===== src/rtl/rr_grant_arbiter_if.sv =====
// Request/grant bundle between requester blocks and the round-robin arbiter.
// rel is the owner's one-cycle release pulse; "release" is a reserved word in SystemVerilog.
interface rr_grant_arbiter_if #(
  parameter int N_REQ = 8,
  parameter int IDX_W = 3
);
  logic [N_REQ-1:0] req;
  logic             rel;
  logic [N_REQ-1:0] grant;
  logic [IDX_W-1:0] grant_idx;
  logic             grant_valid;
  logic             timeout;

  modport master (
    output req,
    output rel,
    input  grant,
    input  grant_idx,
    input  grant_valid,
    input  timeout
  );

  modport slave (
    input  req,
    input  rel,
    output grant,
    output grant_idx,
    output grant_valid,
    output timeout
  );
endinterface


===== src/rtl/rr_grant_arbiter.sv =====
// Round-robin arbiter: registered owner index, one-hot grant held until the owner lets go.
// Optional forced revocation after MAX_HOLD cycles is enabled by defining HOLD_TIMEOUT_EN.
module rr_grant_arbiter #(
  parameter int N_REQ    = 8,
  parameter int IDX_W    = 3,
  parameter int MAX_HOLD = 16
) (
  input  logic               clk,
  input  logic               resetn,
  rr_grant_arbiter_if.slave  bus
);

  localparam logic [0:0] ST_IDLE  = 1'b0;
  localparam logic [0:0] ST_GRANT = 1'b1;

  logic [0:0]       state_reg,   state_next;
  logic [IDX_W-1:0] ptr_reg,     ptr_next;
  logic [IDX_W-1:0] idx_reg,     idx_next;
  logic             valid_reg,   valid_next;
  logic [N_REQ-1:0] grant_reg,   grant_next;
  logic             timeout_reg, timeout_next;

  logic [N_REQ-1:0] rot_req;
  logic [N_REQ-1:0] grant_dec;
  logic [IDX_W-1:0] pick_off;
  logic [IDX_W-1:0] pick_idx;
  logic             pick_found;
  logic             owner_done;
  logic             hold_expired;

  // Rotate the request vector so bit 0 is the requester at ptr; the scan is then a plain
  // lowest-set-bit search, and the winner is ptr plus that offset (wrapping in IDX_W bits).
  generate
    for (genvar gi = 0; gi < N_REQ; gi++) begin : g_rot
      logic [IDX_W-1:0] src_idx;
      assign src_idx     = ptr_reg + IDX_W'(gi);
      assign rot_req[gi] = bus.req[src_idx];
    end
  endgenerate

  always_comb begin
    pick_off   = '0;
    pick_found = 1'b0;
    for (int k = N_REQ - 1; k >= 0; k--) begin
      if (rot_req[k]) begin
        pick_off   = IDX_W'(k);
        pick_found = 1'b1;
      end
    end
  end

  assign pick_idx   = ptr_reg + pick_off;
  assign owner_done = bus.rel | ~bus.req[idx_reg];

  generate
    for (genvar gi = 0; gi < N_REQ; gi++) begin : g_dec
      assign grant_dec[gi] = (idx_next == IDX_W'(gi));
    end
  endgenerate

`ifdef HOLD_TIMEOUT_EN
  logic [7:0] hold_cnt_reg, hold_cnt_next;

  assign hold_expired = (hold_cnt_reg == 8'(MAX_HOLD - 1));

  always_ff @(posedge clk or negedge resetn) begin
    if (!resetn) begin
      hold_cnt_reg <= '0;
    end else begin
      hold_cnt_reg <= hold_cnt_next;
    end
  end

  always_comb begin
    hold_cnt_next = hold_cnt_reg;
    if (state_reg == ST_IDLE) begin
      hold_cnt_next = '0;
    end else if (!(owner_done || hold_expired)) begin
      hold_cnt_next = hold_cnt_reg + 8'd1;
    end
  end
`else
  logic unused_max_hold;

  assign unused_max_hold = ^8'(MAX_HOLD);
  assign hold_expired    = 1'b0;
`endif

  always_comb begin
    state_next   = state_reg;
    ptr_next     = ptr_reg;
    idx_next     = idx_reg;
    valid_next   = valid_reg;
    timeout_next = 1'b0;
    case (state_reg)
      ST_IDLE: begin
        if (pick_found) begin
          idx_next   = pick_idx;
          valid_next = 1'b1;
          state_next = ST_GRANT;
        end
      end
      ST_GRANT: begin
        // A release or request drop takes priority; timeout only marks a forced revoke.
        if (owner_done || hold_expired) begin
          state_next   = ST_IDLE;
          valid_next   = 1'b0;
          ptr_next     = idx_reg + IDX_W'(1);
          timeout_next = ~owner_done & hold_expired;
        end
      end
      default: begin
        state_next = ST_IDLE;
        valid_next = 1'b0;
      end
    endcase
    grant_next = valid_next ? grant_dec : '0;
  end

  always_ff @(posedge clk or negedge resetn) begin
    if (!resetn) begin
      state_reg   <= ST_IDLE;
      ptr_reg     <= '0;
      idx_reg     <= '0;
      valid_reg   <= 1'b0;
      grant_reg   <= '0;
      timeout_reg <= 1'b0;
    end else begin
      state_reg   <= state_next;
      ptr_reg     <= ptr_next;
      idx_reg     <= idx_next;
      valid_reg   <= valid_next;
      grant_reg   <= grant_next;
      timeout_reg <= timeout_next;
    end
  end

  assign bus.grant       = grant_reg;
  assign bus.grant_idx   = idx_reg;
  assign bus.grant_valid = valid_reg;
  assign bus.timeout     = timeout_reg;

endmodule


===== src/flat_wrapper.sv =====
// flat-port wrapper written by rule: the top's interface ports become plain ports
module rr_grant_arbiter_flat 
#(
  parameter int N_REQ    = 8,
  parameter int IDX_W    = 3,
  parameter int MAX_HOLD = 16
)
  (clk, resetn, bus_req, bus_rel, bus_grant, bus_grant_idx, bus_grant_valid, bus_timeout);
  rr_grant_arbiter_if #(.N_REQ(N_REQ), .IDX_W(IDX_W)) bus_i ();
  input  logic clk;
  input  logic resetn;
  input wire logic [$bits(bus_i.req)-1:0] bus_req;
  input wire logic [$bits(bus_i.rel)-1:0] bus_rel;
  output wire logic [$bits(bus_i.grant)-1:0] bus_grant;
  output wire logic [$bits(bus_i.grant_idx)-1:0] bus_grant_idx;
  output wire logic [$bits(bus_i.grant_valid)-1:0] bus_grant_valid;
  output wire logic [$bits(bus_i.timeout)-1:0] bus_timeout;
  assign bus_i.req = bus_req;
  assign bus_i.rel = bus_rel;
  assign bus_grant = bus_i.grant;
  assign bus_grant_idx = bus_i.grant_idx;
  assign bus_grant_valid = bus_i.grant_valid;
  assign bus_timeout = bus_i.timeout;
  rr_grant_arbiter #(.N_REQ(N_REQ), .IDX_W(IDX_W), .MAX_HOLD(MAX_HOLD)) u_core (.clk(clk), .resetn(resetn), .bus(bus_i));
endmodule

===== config.mk =====
export PLATFORM = sky130hd
export DESIGN_NAME = rr_grant_arbiter_flat
export DESIGN_NICKNAME = d
export VERILOG_FILES = /design/src/rtl/rr_grant_arbiter_if.sv /design/src/rtl/rr_grant_arbiter.sv /design/src/flat_wrapper.sv
export SDC_FILE = /design/constraint.sdc
export NUM_CORES = 1
export LEC_CHECK = 0
export ABC_AREA = 1
export ABC_CLOCK_PERIOD_IN_PS = 2700
export CAP_MARGIN = 15
export CORE_MARGIN = 5
export CORE_UTILIZATION = 30
export DETAILED_ROUTE_END_ITERATION = 16
export GPL_TIMING_DRIVEN = 0
export RECOVER_POWER = 100
export SETUP_SLACK_MARGIN = 0.4
export SLEW_MARGIN = 20
export SYNTH_ARGS = -nofsm -noshare
export SYNTH_HDL_FRONTEND = slang
export SYNTH_SLANG_ARGS = --single-unit

===== constraint.sdc =====
create_clock -name clk -period 2.7 [get_ports clk]
set_input_delay 0.54 -clock clk [delete_from_list [all_inputs] [get_ports clk]]
set_output_delay 0.54 -clock clk [all_outputs]
set_load 0.05 [all_outputs]

==> results of run 1 <==
cells by family (layout without fill, tap and decap cells):
| kind of cell | after synthesis | after routing | synth area share |
|---|---|---|---|
| flip-flops | 16 | 16 | 0.308 |
| buffers and inverters | 16 | 53 | 0.0645 |
| adder cells (fa/ha/maj) | 5 | 5 | 0.0539 |
| other | 1 | 1 | 0.00288 |
| XOR/XNOR | 5 | 5 | 0.0452 |
| AO/OA/AOI/OAI | 15 | 15 | 0.0741 |
| AND/OR/NAND/NOR | 120 | 120 | 0.451 |
final cells by class:
cell class,instances,area [um^2]
Fill cell,438,2410
Multi-Input combinational cell,146,945
Sequential cell,16,402
Timing Repair Buffer,33,297
Tap cell,52,65.1
Inverter,13,63.8
Clock buffer,4,55.1
Buffer,3,30.0
layer usage:
metal	vias up	share of wire	wire, um
met5	-	0	0
met4	0	0.011	35
met3	5	0.011	35
met2	14	0.50	1620
met1	583	0.48	1540
li1	642	-	-
final timing paths:
| check | startpoint | to | slack, ns | cells past startpoint |
|---|---|---|---|---|
| max | u_core.ptr_reg[0] | u_core.bus.grant[4] | -0.27 | 22 |
| min | u_core.bus.grant_valid | u_core.bus.grant_valid | 0.65 | 2 |
| max reg2reg | u_core.ptr_reg[0] | u_core.bus.grant[4] | -0.27 | 22 |
| min reg2reg | u_core.bus.grant_valid | u_core.bus.grant_valid | 0.65 | 2 |
| max in group asynchronous | resetn | u_core.ptr_reg[1] | 1.41 | 1 |
| min in group asynchronous | resetn | u_core.bus.grant_idx[2] | 0.79 | 1 |
synthesized netlist by cell type, drive strengths merged:
cell	count
xor2	1
a21oi	2
conb	1
nor2	18
fa	1
nand2	74
nand3b	4
nand3	24
o21ai	9
inv	13
dfrtp	16
buf	3
o21bai	2
a21boi	1
xnor2	4
o211ai	1
ha	4
critical path, delay by kind of cell, from the launching register on:
kind | cells | cell delay, ns
buffers and inverters | 5 | 0.34
xor gates and xnor gates | 1 | 0.15
AOI/OAI and AO/OA | 3 | 0.50
DFF | 1 | 0.38
and+or+nand+nor | 10 | 0.67
adders and majority gates | 3 | 0.82
stage by stage:
stage | TNS, ns | hold WS (ns)
2_1_floorplan | -0.737 | 0.244
3_3_place_gp | -6.31 | 0.635
3_5_place_dp | -6.42 | 0.637
4_1_cts | -1.80 | 0.654
5_1_grt | -3.84 | 0.691
6_report | -1.97 | 0.646
repair_timing:
action / CTS / global route
pin swaps: 9 / 2
buffers inserted: 8 / 3
endpoints found under the setup margin: 11 / 10
endpoints found under the hold margin: 0 / 0
resized for setup: 20 / 16
==> impl_metrics.py, run 1 <==
metrics = {
    "outcome": {
        "status": "complete, but fails checks",
        "failing_checks": "negative setup slack",
    },
    "floorplanning": {
        "die_area_um2": 5750,
        "floorplan.die.width_um": 75.8,
        "die-height_um": 75.8,
        "floorplan.initialDensity": 0.305,
        "row_count": 24,
        "core_region_area_um2": 4260,
        "boundaryPins": 24,
    },
    "routing": {
        "drtPass1Iterations": 6,
        "detail_route.iter0.violations": 41,
        "avgRoutedWirePerCell_um": 12.1,
        "routed_wl_mm": 3.22,
        "route.antenna.remaining_nets": 0,
        "route.detailed.drc": 0,
        "detail_route.vias_per_cell": 4.66,
        "num_vias": 1244,
    },
    "logic_synthesis": {
        "synthesized_area_per_cell_um2": 7.30,
        "synth.largest_area_cell": "dfrtp_1",
        "synth.ff_latch_count": 16,
        "synth.distinct_cells": 27,
        "syn_area_um2": 1300,
        "synth_cells": 178,
        "synth_warnings": 0,
        "ys_seq_area_frac": 0.308,
        "netlist.area_leader.share": 0.308,
        "synth_fp_nets": 194,
        "synth.top_cells.by_area": "dfrtp_1, nand2_1, nand3_1",
    },
    "cts": {
        "clock_tree.buffer_depth": 2,
        "clock_transition_at_path_regs_ns": 0.06,
        "numClockSinks": 16,
        "postCtsHoldBufs": 0,
        "cts-buffers-inserted": 3,
        "cts_tree": "yes",
        "cts-htree-levels": 1,
        "clk-insertion-delay-late_ns": 0.25,
        "cts-root-buf": "clkbuf_8",
    },
    "placement": {
        "dpl_worst_slack_ns": -0.732,
        "place.gp.congestion": 0.786,
        "detailed_place_hpwl_mm": 2.44,
        "place.port_buffers": 22,
        "place.detailed.instances": 252,
        "placed_cell_area_um2": 1620,
    },
    "cells_and_area": {
        "final_common_cell": "nand2_1",
        "fin_cells": 267,
        "num-nets-final": 232,
        "finish.instance_area_um2": 1860,
        "layout.cells.most_common_list": "nand2_1, nand2_2, nand3_1",
        "diodes": 0,
        "largest_reg_flops": 8,
        "drive_gt1_frac": 0.344,
        "final_util": 0.435,
        "syn2layout_area_growth_pct": 42.8,
    },
    "global_routing": {
        "number_of_global_route_vias_before_repair": 1143,
        "first_pass_grt_wire_length_mm": 5.31,
        "overflow_left_after_global_routing": 0,
        "global_route.usage.met2": 0.195,
        "grt.total_usage": 0.119,
        "number_of_antenna_violations_at_the_first_check_in_global_routing": 0,
        "met1_track_usage_gr": 0.169,
        "grt_start_max_net_pins": 17,
        "grt_util_met3": 0.00792,
        "globalRoute.busiestLayer": "met2",
    },
    "timing": {
        "clock_skew_ns": 0.00353,
        "timing.final.setup_violations": 9,
        "max-slew-margin-rel": 0.513,
        "max_freq_ghz": 0.337,
        "rsz0062_at_grt": "yes",
        "timing_worst_slew_pin_value_ns": 0.728,
        "final_period_minus_worst_setup_slack_ns": 2.97,
        "timing_hold_violations_final": 0,
        "final_min_period_over_clock_period": 1.10,
        "drv_slew": 0,
        "setup_slack_ns": -0.268,
    },
    "worst_setup_path": {
        "highest_cell_delay_on_the_worst_timing_path_ns": 0.38,
        "crit_path_frequent_cell": "nand2_1",
        "worstSetupStartpointType": "flop",
        "worst-endpoint-required_ns": 2.88,
        "worst_ep_arrival_time_ns": 3.15,
        "worst_setup_path_end_kind": "flop",
        "timing_worst_setup_path_type": "flop to flop",
        "path_max_fanout": 6,
        "list_of_cells_traversed_by_the_critical_path": "buf_6, inv_8, ha_4, inv_6, nand3_2, nand2_2, nand2_2, nand3_2, nand2_1, nand2_1, nand2_1, nand2_1, a21boi_2, ha_2, inv_2, fa_2, xnor2_2, o21bai_4, nand2_2, o21ai_4, inv_2, nor2_2",
        "cp_slowest_cell": "dfrtp_1",
    },
    "flow_run": {
        "cap_violations": 0,
    },
    "hold_path": {
        "worstHoldPathType": "flop to flop",
    },
}
Power of run 1 is left out: the tool's default activity adds up to more than one toggle a clock period on the data nets, which glitch-free logic cannot reach.
==> inputs of run 2 (changes only) <==
--- a/config.mk
+++ b/config.mk
@@ -6,7 +6,7 @@
 export NUM_CORES = 1
 export LEC_CHECK = 0
 export ABC_AREA = 1
-export ABC_CLOCK_PERIOD_IN_PS = 2700
+export ABC_CLOCK_PERIOD_IN_PS = 3200
 export CAP_MARGIN = 15
 export CORE_MARGIN = 5
 export CORE_UTILIZATION = 30
@@ -14,7 +14,6 @@
 export GPL_TIMING_DRIVEN = 0
 export RECOVER_POWER = 100
 export SETUP_SLACK_MARGIN = 0.4
-export SLEW_MARGIN = 20
 export SYNTH_ARGS = -nofsm -noshare
 export SYNTH_HDL_FRONTEND = slang
 export SYNTH_SLANG_ARGS = --single-unit
==> constraint.sdc (replaced) <==
create_clock -name clk -period 3.2 [get_ports clk]
set_input_delay 0.64 -clock clk [delete_from_list [all_inputs] [get_ports clk]]
set_output_delay 0.64 -clock clk [all_outputs]
set_load 0.05 [all_outputs]
==> run 2 against run 1 <==
Non-clock buffer count stayed put; the flow now finishes without violations; flip-flop and latch count stayed put; count of clock-buffer cells in the layout stayed put.
==> impl_metrics.py, run 2 (synthesis results as in run 1) <==
metrics = {
    "outcome": {
        "status": "finished, final reports clean",
    },
    "cells_and_area": {
        "diodes": 0,
        "num-nets-final": 232,
        "layout.cells.most_common_list": "nand2_1, nand2_2, nand3_1",
        "multi_input_comb_area_um2": 893,
        "syn2layout_area_growth_pct": 38.7,
        "final_common_cell": "nand2_1",
        "nFillCells": 438,
        "largest_reg_flops": 8,
        "register_area_um2": 402,
        "finish.instance_area_um2": 1800,
        "drive_gt1_frac": 0.321,
    },
    "worst_setup_path": {
        "path_max_fanout": 6,
        "list_of_cells_traversed_by_the_critical_path": "buf_4, ha_2, xnor2_2, buf_4, buf_4, nand2_1, nand2_1, a21boi_1, ha_1, inv_2, fa_2, xnor2_2, o21bai_1, nand2_1, o21ai_4, inv_1, nor2_2",
        "worst_setup_path_end_kind": "flop",
        "timing_worst_setup_path_type": "flop to flop",
        "worstSetupStartpointType": "flop",
        "worst_setup_path_startpoint": "u_core.ptr_reg[1]",
        "timing.rr.start": "u_core.ptr_reg[1]",
        "worst_ep_arrival_time_ns": 3.13,
        "cp_slowest_cell": "dfrtp_2",
        "worst-endpoint-required_ns": 3.38,
        "highest_cell_delay_on_the_worst_timing_path_ns": 0.42,
        "worst-path-buf-inv": 5,
        "gate_family_responsible_for_the_most_delay_along_the_worst_path": "adder cells",
    },
    "placement": {
        "detailed_place_hpwl_mm": 2.35,
        "place.port_buffers": 22,
        "place.gp.congestion": 0.774,
        "placed_cell_area_um2": 1620,
        "dpl_worst_slack_ns": -0.315,
    },
    "timing": {
        "rsz0062_at_grt": "yes",
        "timing_hold_violations_final": 0,
        "clock_skew_ns": 0.00125,
        "final_min_period_over_clock_period": 0.921,
        "timing_worst_slew_pin_value_ns": 0.707,
        "timing.final.setup_violations": 0,
        "drv_slew": 0,
        "final_period_minus_worst_setup_slack_ns": 2.95,
        "max_freq_ghz": 0.339,
        "setup_tns_ns": 0,
        "setup_slack_ns": 0.254,
        "max-slew-margin-rel": 0.527,
    },
    "floorplanning": {
        "die-height_um": 75.8,
        "row_count": 24,
        "floorplan.initialDensity": 0.305,
        "core_region_area_um2": 4260,
        "boundaryPins": 24,
        "floorplan.die.width_um": 75.8,
        "die_area_um2": 5750,
    },
    "routing": {
        "detail_route.iter0.violations": 29,
        "route.antenna.remaining_nets": 0,
        "routed_wl_mm": 3.04,
        "avgRoutedWirePerCell_um": 11.4,
        "drtPass1Iterations": 4,
        "route.detailed.drc": 0,
        "detail_route.vias_per_cell": 4.61,
        "num_vias": 1232,
    },
    "cts": {
        "postCtsHoldBufs": 0,
        "cts-root-buf": "clkbuf_8",
        "numClockSinks": 16,
        "cts_tree": "yes",
        "clock_transition_at_path_regs_ns": 0.06,
        "cts-htree-levels": 1,
        "clk-insertion-delay-late_ns": 0.25,
        "clock_tree.buffer_depth": 2,
        "cts-buffers-inserted": 3,
    },
    "global_routing": {
        "globalRoute.busiestLayer": "met2",
        "global_route.usage.met2": 0.187,
        "grt_util_met3": 0.0119,
        "overflow_left_after_global_routing": 0,
        "grt.total_usage": 0.115,
        "grt_start_max_net_pins": 17,
        "first_pass_grt_wire_length_mm": 5.16,
        "number_of_antenna_violations_at_the_first_check_in_global_routing": 0,
        "number_of_global_route_vias_before_repair": 1174,
        "met1_track_usage_gr": 0.161,
    },
    "flow_run": {
        "cap_violations": 0,
    },
    "hold_path": {
        "worstHoldPathType": "flop to flop",
        "hold_path_startpoint": "u_core.ptr_reg[1]",
    },
}
==> run 2: final timing paths <==
path | slack, ns | depth (start not counted) | to
max in group asynchronous | 1.83 | 1 | u_core.ptr_reg[1]
worst max register to register | 0.25 | 17 | u_core.bus.grant[4]
worst min register to register | 0.61 | 2 | u_core.ptr_reg[1]
worst max-delay path | 0.25 | 17 | u_core.bus.grant[4]
min in group asynchronous | 0.88 | 1 | u_core.bus.grant[0]
worst min-delay path | 0.61 | 2 | u_core.ptr_reg[1]
==> run 2: metal layers <==
metal / up-vias / share of wire / wire [um]
met5: - / 0 / 0
met4: 0 / 0.012 / 38
met3: 5 / 0.014 / 44
met2: 10 / 0.49 / 1490
met1: 570 / 0.48 / 1470
li1: 647 / - / -
==> run 2: final cells by class <==
class                           instances  area share
Buffer                                  3      0.0167
Timing Repair Buffer                   33       0.164
Inverter                               13      0.0340
Sequential cell                        16       0.223
Tap cell                               52      0.0361
Clock buffer                            4      0.0305
Multi-Input combinational cell        146       0.495
==> run 2: worst min-delay path: stages, from the launching register on <==
cell	delay [ns]
dfrtp_2	0.38
inv_4	0.07
a21oi_1	0.12
==> run 2: per-stage QoR <==
stage | hold slack (ns) | utilization | std cells
5_1_grt | 0.643 | 0.423 | 267
3_5_place_dp | 0.621 | 0.379 | 252
4_1_cts | 0.614 | 0.413 | 264
2_1_floorplan | 0.344 | - | 178
3_3_place_gp | 0.632 | 0.379 | 252
6_report | 0.611 | 0.423 | 267
==> run 2: what timing repair did <==
| action | 4_1_cts | 5_1_grt |
|---|---|---|
| resized for setup | 19 | 10 |
| setup buffers | 8 | 3 |
| pin swaps | 6 | 4 |
| endpoints found under the setup margin | 10 | 9 |
Power of run 2 is left out for the same reason.
==> inputs of run 3 (changes only) <==
--- a/config.mk
+++ b/config.mk
@@ -5,12 +5,12 @@
 export SDC_FILE = /design/constraint.sdc
 export NUM_CORES = 1
 export LEC_CHECK = 0
-export ABC_AREA = 1
-export ABC_CLOCK_PERIOD_IN_PS = 3200
+export ABC_CLOCK_PERIOD_IN_PS = 2950
 export CAP_MARGIN = 15
 export CORE_MARGIN = 5
 export CORE_UTILIZATION = 30
 export DETAILED_ROUTE_END_ITERATION = 16
+export GPL_ROUTABILITY_DRIVEN = 0
 export GPL_TIMING_DRIVEN = 0
 export RECOVER_POWER = 100
 export SETUP_SLACK_MARGIN = 0.4
==> constraint.sdc (replaced) <==
create_clock -name clk -period 2.95 [get_ports clk]
set_input_delay 0.59 -clock clk [delete_from_list [all_inputs] [get_ports clk]]
set_output_delay 0.59 -clock clk [all_outputs]
set_load 0.05 [all_outputs]
==> run 3 against run 2 <==
The run now ends with negative setup slack left; wire length grew 51%; critical endpoint is now u_core.bus.grant[0]; die area increased by 21%; sequential share of layout area decreased by 5.6 points.
==> impl_metrics.py, run 3 <==
metrics = {
    "timing": {
        "timing.final.setup_violations": 10,
        "timing_hold_violations_final": 0,
        "clock_skew_ns": 0.00207,
        "drv_slew": 0,
        "hold-worst-slack_ns": 0.533,
        "setup_slack_ns": -0.573,
        "max_freq_ghz": 0.284,
        "timing_worst_slew_pin_value_ns": 0.731,
        "max-slew-margin-rel": 0.511,
        "rsz0062_at_grt": "yes",
        "final_period_minus_worst_setup_slack_ns": 3.52,
        "final_min_period_over_clock_period": 1.19,
    },
    "placement": {
        "placed_cell_area_um2": 1990,
        "dpl_worst_slack_ns": -1.14,
        "place.port_buffers": 22,
        "detailed_place_hpwl_mm": 3.15,
    },
    "routing": {
        "num_vias": 1541,
        "routed_wl_mm": 4.61,
        "detail_route.iter0.violations": 114,
        "route.detailed.drc": 0,
        "detail_route.vias_per_cell": 5.60,
        "route.antenna.remaining_nets": 0,
        "avgRoutedWirePerCell_um": 16.7,
        "drtPass1Iterations": 4,
    },
    "logic_synthesis": {
        "synth.top_cells.by_area": "dfrtp_1, mux4_2, mux2i_1",
        "synth_most_common_cell": "dfrtp_1",
        "synth.distinct_cells": 43,
        "synth.top_cells.by_count": "dfrtp_1, nor2_1, mux2i_1",
        "netlist.area_leader.share": 0.247,
        "dominantRegCellSynth": "dfrtp_1",
        "synth.ff_latch_count": 16,
        "synth_cells": 159,
        "synth-async-reset-ratio": 1.00,
        "synth_fp_nets": 175,
        "synth.largest_area_cell": "dfrtp_1",
        "synthesized_area_per_cell_um2": 10.2,
        "syn_area_um2": 1620,
        "synth_warnings": 0,
        "synth-edff-count": 0,
        "ys_seq_area_frac": 0.247,
    },
    "worst_setup_path": {
        "timing.rr.start": "u_core.ptr_reg[0]",
        "path_max_fanout": 6,
        "worstSetupStartpointType": "flop",
        "worst_ep_arrival_time_ns": 3.64,
        "worst_setup_path_end_kind": "flop",
        "worst-endpoint-required_ns": 3.07,
        "timing_worst_setup_path_type": "flop to flop",
        "worst_setup_path_startpoint": "u_core.ptr_reg[0]",
    },
    "cts": {
        "numClockSinks": 16,
        "clock_tree.buffer_depth": 2,
        "cts-root-buf": "clkbuf_8",
        "clk-insertion-delay-late_ns": 0.25,
        "cts-buffers-inserted": 3,
        "clock_transition_at_path_regs_ns": 0.06,
        "cts_tree": "yes",
        "cts-htree-levels": 1,
        "postCtsHoldBufs": 0,
    },
    "global_routing": {
        "first_pass_grt_wire_length_mm": 7.46,
        "overflow_left_after_global_routing": 0,
        "grt_start_max_net_pins": 17,
        "number_of_global_route_vias_before_repair": 1486,
        "number_of_antenna_violations_at_the_first_check_in_global_routing": 0,
        "grt.total_usage": 0.131,
    },
    "floorplanning": {
        "boundaryPins": 24,
        "die-height_um": 83.6,
        "floorplan.initialDensity": 0.314,
        "die_area_um2": 6980,
        "row_count": 26,
        "floorplan.die.width_um": 83.6,
        "core_region_area_um2": 5170,
    },
    "cells_and_area": {
        "nFillCells": 461,
        "final_common_cell": "buf_4",
        "finish.instance_area_um2": 2410,
        "layout.cells.most_common_list": "buf_4, dfrtp_1, nor2_1, dlygate4sd3_1",
        "final_util": 0.467,
        "drive_gt1_frac": 0.429,
        "diodes": 0,
        "largest_reg_flops": 8,
        "syn2layout_area_growth_pct": 48.6,
        "num-nets-final": 222,
    },
    "outcome": {
        "failing_checks": "negative setup slack",
        "status": "complete, but fails checks",
    },
    "hold_path": {
        "worstHoldPathType": "flop to flop",
        "hold_path_startpoint": "u_core.bus.grant_valid",
    },
    "flow_run": {
        "cap_violations": 0,
    },
}
==> run 3: changes by cell type after synthesis, sizes merged, moves of 5 or more <==
cell    delta
nand2     -67
mux2i     +13
mux4       +9
mux2       +6
nor2       -5
nand3     -23
a211oi     +8
buf        +6
==> run 3: area by class of cell <==
class	count	area, um^2	share of cell area
flip-flops and latches	16	403	0.167
repair buffers	42	397	0.164
plain buffers	11	90.1	0.0373
multi-input cells	122	1340	0.554
inverters	10	55.1	0.0228
clock buffers	4	45.0	0.0187
well taps	70	87.6	0.0363
==> run 3: cells by family (layout without fill, tap and decap cells) <==
logic type	Yosys count	count (layout)	synth area share
AO/OA/AOI/OAI	46	46	0.225
XOR/XNOR	3	3	0.0162
adder cells (fa/ha/maj)	5	5	0.0431
buffers and inverters	21	67	0.0686
flip-flops	16	16	0.247
multiplexers	28	28	0.254
other	1	1	0.00231
AND/OR/NAND/NOR	39	39	0.144
==> run 3: through the flow <==
stage | cells | setup TNS, ns
2_1_floorplan | 159 | -2.47
3_3_place_gp | 251 | -9.34
3_5_place_dp | 251 | -9.55
4_1_cts | 271 | -4.53
5_1_grt | 275 | -6.44
6_report | 275 | -4.91
==> run 3: per-layer routing <==
layer / part of all wire / global-route usage
met2: 0.51 / 0.223
met4: 0.017 / 0.0482
met5: 0 / 0
met3: 0.035 / 0.0207
met1: 0.44 / 0.166
==> run 3: what timing repair did <==
item	4_1_cts	5_1_grt
pin swaps	17	5
buffers inserted	15	4
setup endpoints to repair	13	13
gates cloned	1	0
gates resized for setup	36	14
==> run 3: final timing paths <==
path                                                to  slack (ns)  depth (start not counted)
worst min register to register  u_core.bus.grant_valid        0.53                          1
worst min-delay path            u_core.bus.grant_valid        0.53                          1
max in group asynchronous            u_core.ptr_reg[1]        1.60                          1
min in group asynchronous          u_core.bus.grant[5]        0.84                          1
worst max-delay path               u_core.bus.grant[0]       -0.57                         13
worst max register to register     u_core.bus.grant[0]       -0.57                         13
==> run 3: worst max-delay path, stage by stage, from the launching register on <==
cell and delay, ns:
dfrtp_2 0.39, buf_6 0.13, inv_8 0.03, ha_4 0.29, buf_8 0.13, mux4_2 0.55
mux2i_4 0.19, a21bo_2 0.32, a22oi_1 0.22, fa_2 0.58, inv_4 0.13, a2111oi_4 0.04
a211oi_2 0.26, o32ai_1 0.12
Power of run 3 is left out for the same reason.
